==> config.mk <==
export PLATFORM = sky130hd
export DESIGN_NAME = clock_switch_ctrl_flat
export DESIGN_NICKNAME = d
export VERILOG_FILES = /design/src/rtl/clock_switch_ctrl_if.sv /design/src/rtl/clock_switch_ctrl.sv /design/src/flat_wrapper.sv
export SDC_FILE = /design/constraint.sdc
export NUM_CORES = 1
export LEC_CHECK = 0
export CORE_AREA = 4 4 41 43
export CTS_CLUSTER_DIAMETER = 40
export DETAILED_ROUTE_END_ITERATION = 8
export DIE_AREA = 0 0 45 47
export GPL_ROUTABILITY_DRIVEN = 1
export GPL_TIMING_DRIVEN = 0
export PLACE_DENSITY = 0.68
export RECOVER_POWER = 100
export REMOVE_ABC_BUFFERS = 1
export SLEW_MARGIN = 20
export SYNTH_ARGS = -nofsm -noshare
export SYNTH_HDL_FRONTEND = slang
export SYNTH_SLANG_ARGS = --single-unit
==> constraint.sdc <==
create_clock -name clk_i -period 4.2 [get_ports clk_i]
set_input_delay 1.26 -clock clk_i [delete_from_list [all_inputs] [get_ports clk_i]]
set_output_delay 1.26 -clock clk_i [all_outputs]
set_load 0.05 [all_outputs]
==> src/rtl/clock_switch_ctrl_if.sv <==
// Request/done handshake and mux/gate drive signals between a requester and clock_switch_ctrl.
interface clock_switch_ctrl_if;
    logic req_valid_i;
    logic req_sel_i;
    logic req_ready_o;
    logic done_o;
    logic clk_sel_o;
    logic clk_en_o;
    logic busy_o;

    modport master (
        output req_valid_i,
        output req_sel_i,
        input  req_ready_o,
        input  done_o,
        input  clk_sel_o,
        input  clk_en_o,
        input  busy_o
    );

    modport slave (
        input  req_valid_i,
        input  req_sel_i,
        output req_ready_o,
        output done_o,
        output clk_sel_o,
        output clk_en_o,
        output busy_o
    );
endinterface

==> src/rtl/clock_switch_ctrl.sv <==
// Glitch-safe clock mux select sequencer: gate, settle, switch, settle, ungate, report done.
module clock_switch_ctrl #(
    parameter int unsigned SETTLE_CYCLES = 4,
    parameter logic        INIT_SEL      = 1'b0
) (
    input  logic               clk_i,
    input  logic               rst_i,
    clock_switch_ctrl_if.slave bus
);

    localparam int unsigned          CNT_W    = $clog2(SETTLE_CYCLES + 1);
    localparam logic [CNT_W-1:0]     CNT_LOAD = CNT_W'(SETTLE_CYCLES - 1);

    typedef enum logic [1:0] {
        IDLE   = 2'd0,
        GATE   = 2'd1,
        SWITCH = 2'd2
    } state_t;

    state_t           state;
    logic [CNT_W-1:0] cnt;
    logic             sel_tgt;
    logic             clk_sel;
    logic             clk_en;
    logic             done;
    logic             ready_c;
    logic             accept_c;

    // Ready is held low during reset so nothing is accepted on a reset edge.
    assign ready_c  = !rst_i && (state == IDLE);
    assign accept_c = bus.req_valid_i && ready_c;

    assign bus.req_ready_o = ready_c;
    assign bus.busy_o      = !ready_c;
    assign bus.clk_sel_o   = clk_sel;
    assign bus.clk_en_o    = clk_en;
    assign bus.done_o      = done;

    // Select only moves inside the gated window; reset restores the initial select outright.
    always_ff @(posedge clk_i) begin
        if (rst_i) begin
            state   <= IDLE;
            cnt     <= '0;
            sel_tgt <= INIT_SEL;
            clk_sel <= INIT_SEL;
            clk_en  <= 1'b1;
            done    <= 1'b0;
        end else begin
            done <= 1'b0;
            case (state)
                IDLE: begin
                    if (accept_c) begin
                        if (bus.req_sel_i != clk_sel) begin
                            state   <= GATE;
                            clk_en  <= 1'b0;
                            cnt     <= CNT_LOAD;
                            sel_tgt <= bus.req_sel_i;
                        end else begin
                            done <= 1'b1;
                        end
                    end
                end
                GATE: begin
                    if (cnt == '0) begin
                        state   <= SWITCH;
                        clk_sel <= sel_tgt;
                        cnt     <= CNT_LOAD;
                    end else begin
                        cnt <= cnt - CNT_W'(1);
                    end
                end
                SWITCH: begin
                    if (cnt == '0) begin
                        state  <= IDLE;
                        clk_en <= 1'b1;
                        done   <= 1'b1;
                    end else begin
                        cnt <= cnt - CNT_W'(1);
                    end
                end
                default: begin
                    state <= IDLE;
                end
            endcase
        end
    end

endmodule
==> src/flat_wrapper.sv <==
// flat-port wrapper written by rule: the top's interface ports become plain ports
module clock_switch_ctrl_flat 
#(
    parameter int unsigned SETTLE_CYCLES = 4,
    parameter logic        INIT_SEL      = 1'b0
)
  (clk_i, rst_i, bus_req_valid_i, bus_req_sel_i, bus_req_ready_o, bus_done_o, bus_clk_sel_o, bus_clk_en_o, bus_busy_o);
  clock_switch_ctrl_if bus_i ();
  input  logic clk_i;
  input  logic rst_i;
  input wire logic [$bits(bus_i.req_valid_i)-1:0] bus_req_valid_i;
  input wire logic [$bits(bus_i.req_sel_i)-1:0] bus_req_sel_i;
  output wire logic [$bits(bus_i.req_ready_o)-1:0] bus_req_ready_o;
  output wire logic [$bits(bus_i.done_o)-1:0] bus_done_o;
  output wire logic [$bits(bus_i.clk_sel_o)-1:0] bus_clk_sel_o;
  output wire logic [$bits(bus_i.clk_en_o)-1:0] bus_clk_en_o;
  output wire logic [$bits(bus_i.busy_o)-1:0] bus_busy_o;
  assign bus_i.req_valid_i = bus_req_valid_i;
  assign bus_i.req_sel_i = bus_req_sel_i;
  assign bus_req_ready_o = bus_i.req_ready_o;
  assign bus_done_o = bus_i.done_o;
  assign bus_clk_sel_o = bus_i.clk_sel_o;
  assign bus_clk_en_o = bus_i.clk_en_o;
  assign bus_busy_o = bus_i.busy_o;
  clock_switch_ctrl #(.SETTLE_CYCLES(SETTLE_CYCLES), .INIT_SEL(INIT_SEL)) u_core (.clk_i(clk_i), .rst_i(rst_i), .bus(bus_i));
endmodule
### After elaboration in Yosys (flattened, before gate mapping)

Cells that the tools add are included.

| storage, ports and cells | value |
|---|---|
| flip-flop bits (word level) | 9 |
| bits of input ports | 4 |
| output and inout bits | 5 |
| logic and storage cells | 46 |

| operators by class | value |
|---|---|
| add/sub/neg operators | 1 |
| eq/ne operators | 8 |
| mux-type cells | 18 |
| reductions and logical operators | 13 |

Operators by type and width:

| operator | number |
|---|---|
| 3-bit two-way mux | 4 |
| 4-bit AND reduction | 3 |
| 3-bit one-hot mux with 3 select lines | 1 |
| 2-bit two-way mux | 4 |
| 1-bit two-way mux | 6 |
| 2-bit by 1-bit inequality test with 1-bit output, second input constant | 3 |
| 2-bit one-hot mux with 3 select lines | 1 |
| 2-bit inequality test, second input constant | 2 |
| 1-bit one-hot mux with 2 select lines | 2 |
| 3-bit logical NOT | 1 |
| 3-bit AND reduction | 1 |
| 3-bit nonzero test | 1 |
| 3-bit by 1-bit subtractor with 3-bit output, second input constant | 1 |
| 2-bit by 1-bit equality test with 1-bit output, second input constant | 1 |
| 2-bit equality test, second input constant | 1 |
| 1-bit logical AND | 2 |
| 1-bit logical NOT | 2 |
| 2-bit logical NOT | 1 |
| 2-bit AND reduction | 1 |
| 2-bit nonzero test | 1 |
| 1-bit inequality test | 1 |

### Logic depth before layout (Yosys ltp)

Gate-level depths: netlist of the first run.

| logic depth | value |
|---|---|
| word-level depth | 5 |
| depth in mapped cells | 6 |
| mapped depth without buffers | 6 |

### Least setup slack after synthesis of the first run

Ideal clock, no wire load.

| path | value |
|---|---|
| kind | input to output |
| start | in rst_i |
| end | out bus_busy_o |
| arrival | 1.826 ns |
| required time | 2.940 ns |
| setup slack | 1.114 ns |
| stages | 2 |
| buffers on the path | 0 |
| path through | and2b_2 inv_2 |

| between the ends | value |
|---|---|
| cells in the longest elaborated chain, start to end | 3 |

Ends and longest elaborated chain:

| what | RTL line | source |
|---|---|---|
| from (decl) | flat_wrapper.sv:10 | `input logic rst_i;` |
| 1-bit logical NOT | clock_switch_ctrl.sv:30 | `assign ready_c = !rst_i && (state == IDLE);` |
| 1-bit logical AND | clock_switch_ctrl.sv:30 |  |
| 1-bit logical NOT | clock_switch_ctrl.sv:34 | `assign bus.busy_o = !ready_c;` |
| to (decl) | flat_wrapper.sv:17 | `output wire logic [$bits(bus_i.busy_o)-1:0] bus_busy_o;` |

No other way between the ends.

### Final worst setup path of the first run

Ends and elaborated chain as after synthesis.

==> impl_metrics.tcl, run 1 <==
set metrics [dict create \
    ir_drop_v 0.000223 \
    ys_seq_elements 9 \
    synth_top_family_by_area "compound AO/OA/AOI/OAI gates" \
    rsz0062_at_grt "false" \
    worstReg2RegEnd "u_core.state[0]" \
    synth_area_um2 589 \
    placed_area_um2 684 \
    status "finished clean" \
    max_stage_delay_ns 0.86 \
    synthMuxAreaShare 0.0170 \
    start_util 0.453 \
    track_usage 0.128 \
    htree_levels 1 \
    critPathKind "primary input to primary output" \
    antenna_cells 0 \
    portBuffers 8 \
    hpwl_um 842 \
    rows 13 \
    cts_root_buf "clkbuf_4" \
    hold_path_class "flop to flop" \
    crit_chain "clkbuf_2 -> and2b_2 -> inv_2 -> dlygate4sd3_1" \
    maxSlewViolCount 0 \
    num_vias 517 \
    drt-pass1-iter-count 4 \
    finalWirelength_mm 1.17 \
    fin_crit_sh 0.941 \
    synth_compound_area_frac 0.318 \
    synth_simple_gate_area_frac 0.138 \
    drive_gt1_frac 0.104 \
    fin_nets 89 \
    ys.flop_type "dfxtp_1" \
    relSlewSlack 0.234 \
    avgSynthCellArea_um2 8.93 \
    cts_tree "done" \
    clock-skew-final_ns 0.00402 \
    ant_nets 0 \
    route.detailed.drc 0 \
    chipHeight_um 47 \
    synthAdderAreaFrac 0.149 \
    reg2reg_from "u_core.bus.clk_sel_o" \
    multiInputGateArea_um2 355 \
    arrival_ns 2.69 \
    min_period_ns 3.95 \
    critPathLaunchType "primary input" \
    grt_first_pass_wirelength_mm 1.94 \
    yosysSeqAreaShare 0.306 \
    worstHoldStart "u_core.sel_tgt" \
    grt_max_degree 15 \
    p_leak_nw 0.283 \
    end_kind "primary output" \
    path_clk_slew_ns 0.06 \
    design_area_um2 686 \
    max_clock_freq_ghz 0.253 \
    rrSetupSlack_ns 2.18 \
    synthArstFlopShare 0 \
    synth_cell_types 27 \
    clk_path_buf_depth 2 \
    clock_sinks 9 \
    required_ns 2.94 \
    crit_fanout 14 \
    synth_xor_xnor_area_share 0.0149 \
    holdPathStages 2 \
    fill_cells 123 \
    postSynthCellCount 66 \
    r2r.worst_path.cells 4 \
    clk_latency_ns 0.27 \
    p_per_area_nw_per_um2 581 \
    ioPinCount 9 \
    wl_per_cell_um 12.7 \
    die_x_um 45 \
    whs_endpoint "u_core.bus.clk_sel_o" \
    dieArea_um2 2120 \
    seq_area_um2 180 \
    grt-ovfl-total 0 \
    synth-edff-count 0 \
    tns_ns 0 \
    design.core.area_um2 1300 \
    antenna_found_initial 0 \
    cpMaxStageDelayCell "dlygate4sd3_1" \
    cts_made_buffers 3 \
    hold_violations 0 \
    worstMarginPinSlew_ns 1.14 \
    cap_violations 0 \
    viasPerCell 5.62 \
    place.gp.congestion 0.734 \
    grt_pass1_vias 490 \
    dr.first_iter.drc_count 6 \
    setup_viol 0 \
    yosysWarnings 0 \
    syn2layout_area_growth_pct 16.3 \
]
## critical path: cells and delay by family
kind / cells / cell delay (ns)
simple gates: 1 / 0.27
buf+inv: 3 / 1.15
## placed cells by master (no fill, tap or decap), types with 2 or more instances in the layout
master,n
o21ai_0,2
a31oi_1,3
nand3_1,2
a311oi_1,2
clkbuf_4,3
dfxtp_1,9
nor2_1,6
dlygate4sd3_1,7
a21oi_1,6
nand2b_1,3
ha_1,7
inv_1,7
nand2_1,2
o211a_1,2
## sequential cells by signal, summed over array words and instances (netlist names)
signal,cells
u_core.sel_tgt,1
u_core.bus.done_o,1
u_core.bus.clk_sel_o,1
u_core.state,2
u_core.cnt,3
u_core.bus.clk_en_o,1
## logic make-up (layout without fill, tap and decap cells)
family | count (synthesis) | count (layout)
AO/OA/AOI/OAI | 23 | 23
XOR/XNOR | 1 | 1
adder cells (fa/ha/maj) | 7 | 7
buffers and inverters | 9 | 20
flip-flops | 9 | 9
multiplexers | 1 | 1
AND/OR/NAND/NOR | 16 | 16
## worst max path at each step
stage / to / slack (ns) / depth (start not counted) / from
floorplan: bus_busy_o / 1.11 / 2 / rst_i
global placement: bus_busy_o / -0.29 / 4 / rst_i
detailed placement: bus_busy_o / -0.30 / 4 / rst_i
CTS: bus_busy_o / 0.01 / 4 / rst_i
global route: bus_busy_o / 0.20 / 4 / rst_i
finish: bus_busy_o / 0.25 / 4 / rst_i
## where the power goes
part,switching (mW),total (mW),internal (mW)
clock network,0.0332,0.0700,0.0368
registers,0.0164,0.123,0.107
logic,0.131,0.205,0.0745
## synthesized netlist by cell type, types with 2 or more instances
cell	number	area share
nand3_1	2	0.017
a31oi_1	3	0.032
nand2_1	2	0.013
a311oi_1	2	0.030
o211a_1	2	0.034
dfxtp_1	9	0.31
a21oi_1	6	0.051
nor2_1	6	0.038
nand2b_1	3	0.032
ha_1	7	0.15
o21ai_0	2	0.017
inv_1	7	0.045
## routing by layer
layer	GRT usage	vias up	routed length, um
met5	0	-	0
met4	0.105	0	32
met3	0.0230	3	77
met2	0.201	17	474
met1	0.154	236	584
li1	-	261	-
## per-stage QoR
step	power, mW	hold slack (ns)	std cells	worst slack (ns)	utilization
final	0.398	0.491	92	0.247	0.527
after global routing	0.434	0.541	92	0.201	0.527
after CTS	0.416	0.492	92	0.0105	0.546
after detailed placement	0.344	0.482	88	-0.303	0.526
after global placement	0.340	0.477	88	-0.292	0.526
after floorplan	0.290	0.450	65	1.11	-
## final cells by class
class	count	share of cell area
Clock buffer	4	0.0383
Sequential cell	9	0.263
Timing Repair Buffer	8	0.109
Multi-Input combinational cell	48	0.518
Tap cell	15	0.0274
Inverter	8	0.0438
## what timing repair did
| action | CTS | global route |
|---|---|---|
| setup buffers | 0 | 0 |
| hold buffers | 0 | 0 |
| setup endpoints to repair | 2 | 1 |
| resized for setup | 2 | 1 |
(Power assumes the default switching activity.)
==> run 2: changes to the inputs <==
Settings changed: CTS_CLUSTER_SIZE set to 14, SKIP_LAST_GASP set to 1.
==> results of run 2 <==
Final layout, timing and power as in run 1 (identical DEF).
